$ cat src/rtl/lif_scheduler.sv
// Time-multiplexed leaky integrate-and-fire neurons; one neuron per cycle, done NUM_NEURONS+1 cycles after start.
// Backpressure: spike FIFO drains via spike_valid/spike_ready; pushes to a full FIFO are dropped into sticky overflow.
// Define LIF_ADAPT_EN to compile in per-neuron threshold adaptation.

// Spike-event FIFO: a push is accepted while full if a pop happens on the same edge.
// Latency: head visible the cycle after push. Backpressure: pop only when not empty.
// DEPTH must be a power of two >= 2 so the pointers wrap naturally.
module lif_fifo #(
    parameter int DEPTH = 4,
    parameter int W     = 2
) (
    input  logic         clk,
    input  logic         reset_n,
    input  logic         push,
    input  logic [W-1:0] push_data,
    input  logic         pop,
    output logic [W-1:0] head,
    output logic         empty,
    output logic         full
);
    localparam int PW = $clog2(DEPTH);
    localparam logic [PW:0] FULL_CNT = (PW+1)'(DEPTH);

    logic [W-1:0]  mem [DEPTH];
    logic [PW-1:0] wp;
    logic [PW-1:0] rp;
    logic [PW:0]   cnt;
    logic          do_pop;
    logic          do_push;

    assign empty   = (cnt == '0);
    assign full    = (cnt == FULL_CNT);
    assign head    = mem[rp];
    assign do_pop  = pop && !empty;
    assign do_push = push && (!full || do_pop);

    always_ff @(posedge clk) begin
        if (!reset_n) begin
            wp  <= '0;
            rp  <= '0;
            cnt <= '0;
        end else begin
            if (do_push) begin
                mem[wp] <= push_data;
                wp      <= wp + 1'b1;
            end
            if (do_pop) rp <= rp + 1'b1;
            case ({do_push, do_pop})
                2'b10:   cnt <= cnt + 1'b1;
                2'b01:   cnt <= cnt - 1'b1;
                default: cnt <= cnt;
            endcase
        end
    end
endmodule

module lif_scheduler #(
    parameter int NUM_NEURONS = 4,
    parameter int BASE_THRESH = 50,
    parameter int INIT_THRESH = 250,
    parameter int FIFO_DEPTH  = 4
) (
    input  logic                           clk,
    input  logic                           reset_n,
    input  logic                           cur_valid,
    output logic                           cur_ready,
    input  logic [$clog2(NUM_NEURONS)-1:0] cur_addr,
    input  logic [7:0]                     cur_data,
    input  logic                           start,
    output logic                           busy,
    output logic                           done,
    output logic                           spike_valid,
    input  logic                           spike_ready,
    output logic [$clog2(NUM_NEURONS)-1:0] spike_id,
    output logic                           overflow,
    input  logic [$clog2(NUM_NEURONS)-1:0] rd_addr,
    output logic [7:0]                     rd_state,
    output logic [7:0]                     rd_thresh
);
    localparam int AW = $clog2(NUM_NEURONS);
    localparam logic [AW-1:0] LAST = AW'(NUM_NEURONS - 1);
`ifdef LIF_ADAPT_EN
    localparam bit ADAPT = 1'b1;
`else
    localparam bit ADAPT = 1'b0;
`endif
    localparam logic [7:0] BASE_T     = 8'(BASE_THRESH);
    localparam logic [7:0] RST_THRESH = ADAPT ? 8'(INIT_THRESH) : 8'(BASE_THRESH);

    typedef enum logic [1:0] {S_IDLE, S_SWEEP, S_DONE} fsm_t;

    fsm_t          fsm;
    logic [AW-1:0] idx;
    logic [7:0]    cur_mem [NUM_NEURONS];
    logic [7:0]    st_mem  [NUM_NEURONS];

    logic          wr_fire;
    logic          pop_fire;
    logic          fifo_full;
    logic          fifo_empty;
    logic [7:0]    upd_cur;
    logic [7:0]    upd_state;
    logic [7:0]    upd_thresh;
    logic          upd_spike;
    logic [11:0]   leak;
    logic [11:0]   sum;
    logic [7:0]    next_state;

    assign cur_ready   = (fsm == S_IDLE);
    assign busy        = (fsm != S_IDLE);
    assign done        = (fsm == S_DONE);
    assign wr_fire     = cur_valid && cur_ready;
    assign spike_valid = !fifo_empty;
    assign pop_fire    = spike_valid && spike_ready;

    // Leak of 14/16 on the pre-update state, integrated with the held current.
    assign upd_cur    = cur_mem[idx];
    assign upd_state  = st_mem[idx];
    assign upd_spike  = (fsm == S_SWEEP) && (upd_state >= upd_thresh);
    assign leak       = ({4'd0, upd_state} * 12'd14) >> 4;
    assign sum        = {4'd0, upd_cur} + leak;
    assign next_state = (sum > 12'd255) ? 8'hFF : sum[7:0];
    assign rd_state   = st_mem[rd_addr];

`ifdef LIF_ADAPT_EN
    logic [7:0] th_mem [NUM_NEURONS];
    logic [8:0] th_inc;

    assign upd_thresh = th_mem[idx];
    assign rd_thresh  = th_mem[rd_addr];
    assign th_inc     = {1'b0, upd_thresh} + {3'd0, upd_cur[7:2]};

    always_ff @(posedge clk) begin
        if (!reset_n) begin
            for (int i = 0; i < NUM_NEURONS; i++) th_mem[i] <= RST_THRESH;
        end else if (fsm == S_SWEEP) begin
            if (upd_spike) begin
                if (upd_thresh < 8'd170) th_mem[idx] <= th_inc[8] ? 8'hFF : th_inc[7:0];
            end else if (upd_thresh > BASE_T) begin
                th_mem[idx] <= upd_thresh - 8'd1;
            end
        end
    end
`else
    assign upd_thresh = RST_THRESH;
    assign rd_thresh  = BASE_T;
`endif

    always_ff @(posedge clk) begin
        if (!reset_n) begin
            fsm      <= S_IDLE;
            idx      <= '0;
            overflow <= 1'b0;
            for (int i = 0; i < NUM_NEURONS; i++) begin
                cur_mem[i] <= '0;
                st_mem[i]  <= '0;
            end
        end else begin
            // Writes land on the start edge too, so the sweep sees the new current.
            if (wr_fire) cur_mem[cur_addr] <= cur_data;
            case (fsm)
                S_IDLE: begin
                    if (start) begin
                        fsm <= S_SWEEP;
                        idx <= '0;
                    end
                end
                S_SWEEP: begin
                    st_mem[idx] <= next_state;
                    if (idx == LAST) begin
                        fsm <= S_DONE;
                        idx <= '0;
                    end else begin
                        idx <= idx + 1'b1;
                    end
                end
                S_DONE:  fsm <= S_IDLE;
                default: fsm <= S_IDLE;
            endcase
            if (upd_spike && fifo_full && !pop_fire) overflow <= 1'b1;
        end
    end

    lif_fifo #(
        .DEPTH (FIFO_DEPTH),
        .W     (AW)
    ) u_fifo (
        .clk       (clk),
        .reset_n   (reset_n),
        .push      (upd_spike),
        .push_data (idx),
        .pop       (spike_ready),
        .head      (spike_id),
        .empty     (fifo_empty),
        .full      (fifo_full)
    );
endmodule

$ cat config.mk
export PLATFORM = sky130hd
export DESIGN_NAME = lif_scheduler
export DESIGN_NICKNAME = d
export VERILOG_FILES = /design/src/rtl/lif_scheduler.sv
export SDC_FILE = /design/constraint.sdc
export NUM_CORES = 1
export LEC_CHECK = 0
export ABC_CLOCK_PERIOD_IN_PS = 7800
export CAP_MARGIN = 20
export CORE_MARGIN = 3
export CORE_UTILIZATION = 55
export CTS_CLUSTER_SIZE = 14
export DETAILED_ROUTE_END_ITERATION = 7
export GPL_TIMING_DRIVEN = 1
export PLACE_DENSITY_LB_ADDON = 0.2
export SYNTH_ARGS = -nofsm -noshare
export SYNTH_HDL_FRONTEND = slang
export SYNTH_SLANG_ARGS = --single-unit
$ cat constraint.sdc
create_clock -name clk -period 7.8 [get_ports clk]
set_input_delay 0.78 -clock clk [delete_from_list [all_inputs] [get_ports clk]]
set_output_delay 0.78 -clock clk [all_outputs]
set_load 0.01 [all_outputs]
==> key figures <==
STA
  – Worst Clk Skew: 0.01361 ns
  – Final hold violations: 0
  – Final TNS setup: 0 ns
  – RSZ-0062 raised after global routing: no
  – Fin crit period: 5.115 ns
  – Final period utilization: 65.58%
  – Peak Freq: 195.5 MHz
  – Final worst slack: around 2.7 ns
  – Relative slew slack: around 34%
  – Max-slew violation count: 0
  – Tightest Pin Transition: 0.9834 ns
  – Final setup violation count: 0

Logic synthesis
  – Register bit total from synthesis: around 90
  – Avg Inst Size Synth: 12.68 um^2
  – Register area share after synthesis: 50.08%
  – Syn. warnings: 0
  – Mapped cell area: around 5000 um^2
  – Synthesized instance count: roughly 390
  – Count of cell types in the netlist: 47

Clock tree
  – Reg clk slew, reported paths: approximately 0.090 ns
  – Htree depth: 3
  – CTS tree: yes
  – Setup Fix Bufs, Post-CTS: 0
  – CTS buffer count: 9
  – CTS root buffer: clkbuf_8
  – Clk Latency, worst-skew pair: approximately 0.36 ns
  – Hold_buf cts: 0
  – Post-cts resize count: 0
  – # clock sinks: 88
  – Max clock buf depth: 2

Routing
  – Final ANT Viol Nets: 0
  – DRC: 0
  – WL per Instance: about 18 um
  – DRT Pass-1 Iters: 5
  – Total vias in the final route: 3056
  – Final WL: 9.517 mm
  – 1st-iter DRT viols: 170
  – Vias/cell: 5.712

Layout
  – Final Util: 63.29%
  – Area grow syn2layout: 11.33%
  – Commonest non-fill, non-tap cells in the layout: edfxtp_1 (72), nor2_1 (41), and2_1 (40)
  – Most common cell after layout, fill and taps aside: edfxtp_1
  – Layout cells sized above 1: 10.07%
  – Final nets: 476
  – Inserted Diodes: 0
  – Post-Layout Cell Count: 535

Power and ir drop
  – Power Total: 1.936 mW
  – Pwr dens: 350.8 nW/um^2
  – Leak: between 2 and 2.5 nW
  – Peak VDD IR: approximately 0.15 mV

Place
  – Gpl congestion: 0.8709
  – Hpwl dp: 7.020 mm
  – IO buf count: 31
  – Setup WS pre-CTS: between 2 and 2.5 ns
  – Cells after DPL: slightly above 500

Critical path
  – Crit path arrival time: 5.21 ns
  – Reg2Reg Depth: 14
  – Worst EP required: 7.90 ns
  – Worst Setup Start Kind: register
  – CP endpoint: st_mem[2][6]
  – R2R Setup Slk: 2.68 ns
  – R2r endpoint: st_mem[2][6]
  – Max FO, Critical Path: 8
  – Crit Path Category: reg2reg
  – Critical path capture point type: register

GRT
  – Total Routing Usage GR: 20.10%
  – Grt total ovfl: 0
  – Largest net degree at the start of global routing: 29
  – First-pass GRT wire length: 15.46 mm
  – Antenna violations before repair: 0
  – Vias in the first global route: about 3100

Floorplan
  – Chip Width: 100.9 um
  – Row count: 34
  – Die height: about 100 um
  – Starting Density: 56.84%
  – Num ports: 40
  – Core area: between 8000 and 9000 um^2
  – Die Area: 10190 um^2

Outcome
  – Status: finished, final reports clean

Run
  – Max Cap Viol: 0

Min path
  – Hold WC Path Type: reg2reg
logic make-up (layout without fill, tap and decap cells):
family,after synthesis,count (layout),synth area share [%]
compound gates,42,42,5.755
simple gates,136,136,14.26
buf+inv,46,76,4.291
other cells,2,8,0.1515
mux,27,27,12.32
flops,88,88,50.08
xor+xnor,13,13,2.297
fa+ha+maj,37,37,10.85
power breakdown:
group	internal (mW)	switching [mW]
registers	0.573	0.0325
clock network	0.122	0.175
logic	0.422	0.612
total	1.12	0.819
layout make-up:
cell class | count | area (um^2)
Fill cell | 678 | 3202
Sequential cell | 88 | 2482
Multi-Input combinational cell | 263 | 2285
Timing Repair Buffer | 33 | 332.8
Tap cell | 108 | 135.1
Clock buffer | 9 | 123.9
Inverter | 27 | 101.3
Clock inverter | 7 | 58.81
worst max-delay path, stage by stage, from the launching register on:
cell and delay (ns):
dfxtp_1 0.68, mux4_1 0.77, fa_1 0.49, ha_1 0.36, nor2b_1 0.14, o21ai_0 0.20, a21oi_1 0.10, a211oi_1 0.34
xor2_1 0.21, ha_1 0.28, o21a_1 0.23, and2_1 0.18, a221o_1 0.43, a21oi_1 0.35, nor2_1 0.09
synth_stat cells (all sizes together):
cell / number / area (um^2)
a2111oi: 1 / 8.760
a211o: 1 / 8.760
a211oi: 4 / 47.54
a21boi: 1 / 7.510
a21o: 3 / 22.52
a21oi: 12 / 60.06
a221o: 1 / 10.01
a22oi: 1 / 7.510
and2: 40 / 250.2
and3: 5 / 31.28
and4b: 1 / 10.01
buf: 11 / 80.07
clkbuf: 8 / 31.28
conb: 2 / 7.510
dfxtp: 16 / 320.3
edfxtp: 72 / 2162
fa: 10 / 200.2
ha: 27 / 337.8
inv: 27 / 101.4
mux2i: 1 / 10.01
mux4: 26 / 600.6
nand2: 17 / 63.81
nand2b: 5 / 31.28
nand3: 4 / 20.02
nand4: 2 / 12.51
nor2: 41 / 153.9
nor2b: 10 / 62.56
nor3: 3 / 15.01
nor3b: 3 / 22.52
nor4b: 1 / 8.760
o21a: 1 / 7.510
o21ai: 10 / 53.80
o21bai: 5 / 37.54
o22ai: 1 / 6.260
o31ai: 1 / 7.510
or3: 4 / 25.02
xnor2: 5 / 43.79
xor2: 8 / 70.07
state kept, by name, indices dropped and copies added (netlist names), named ones only:
signal	flops
u_fifo.wp	2
st_mem	32
overflow	1
fsm	2
u_fifo.mem	8
u_fifo.cnt	3
idx	2
cur_mem	32
u_fifo.rp	2
per-layer routing:
layer / global-route usage, % / wire, um / share of wire (%) / up-vias
li1: - / - / - / 1453
met1: 25.82 / 4051 / 43 / 1506
met2: 34.84 / 4896 / 51 / 88
met3: 3.737 / 436 / 4.6 / 9
met4: 5.930 / 132 / 1.4 / 0
met5: 0 / 0 / 0 / -
stage by stage:
stage	hold slack, ns	cell area, um^2
finish	0.5109	5519
CTS	0.5157	5504
detailed placement	0.4974	5321
global route	0.5623	5519
global placement	0.4894	5321
floorplan	0.4647	4980
how the worst min path moves through the flow:
stage / endpoint / depth (start not counted) / start / slack (ns)
6_report: u_fifo.wp[1] / 2 / u_fifo.wp[1] / 0.51
4_1_cts: u_fifo.wp[1] / 2 / u_fifo.wp[1] / 0.52
5_1_grt: u_fifo.cnt[2] / 2 / u_fifo.cnt[2] / 0.56
3_3_place_gp: u_fifo.cnt[2] / 2 / u_fifo.cnt[2] / 0.49
2_1_floorplan: fsm[0] / 1 / fsm[1] / 0.46
3_5_place_dp: fsm[0] / 1 / fsm[1] / 0.50
(Power assumes the default switching activity.)
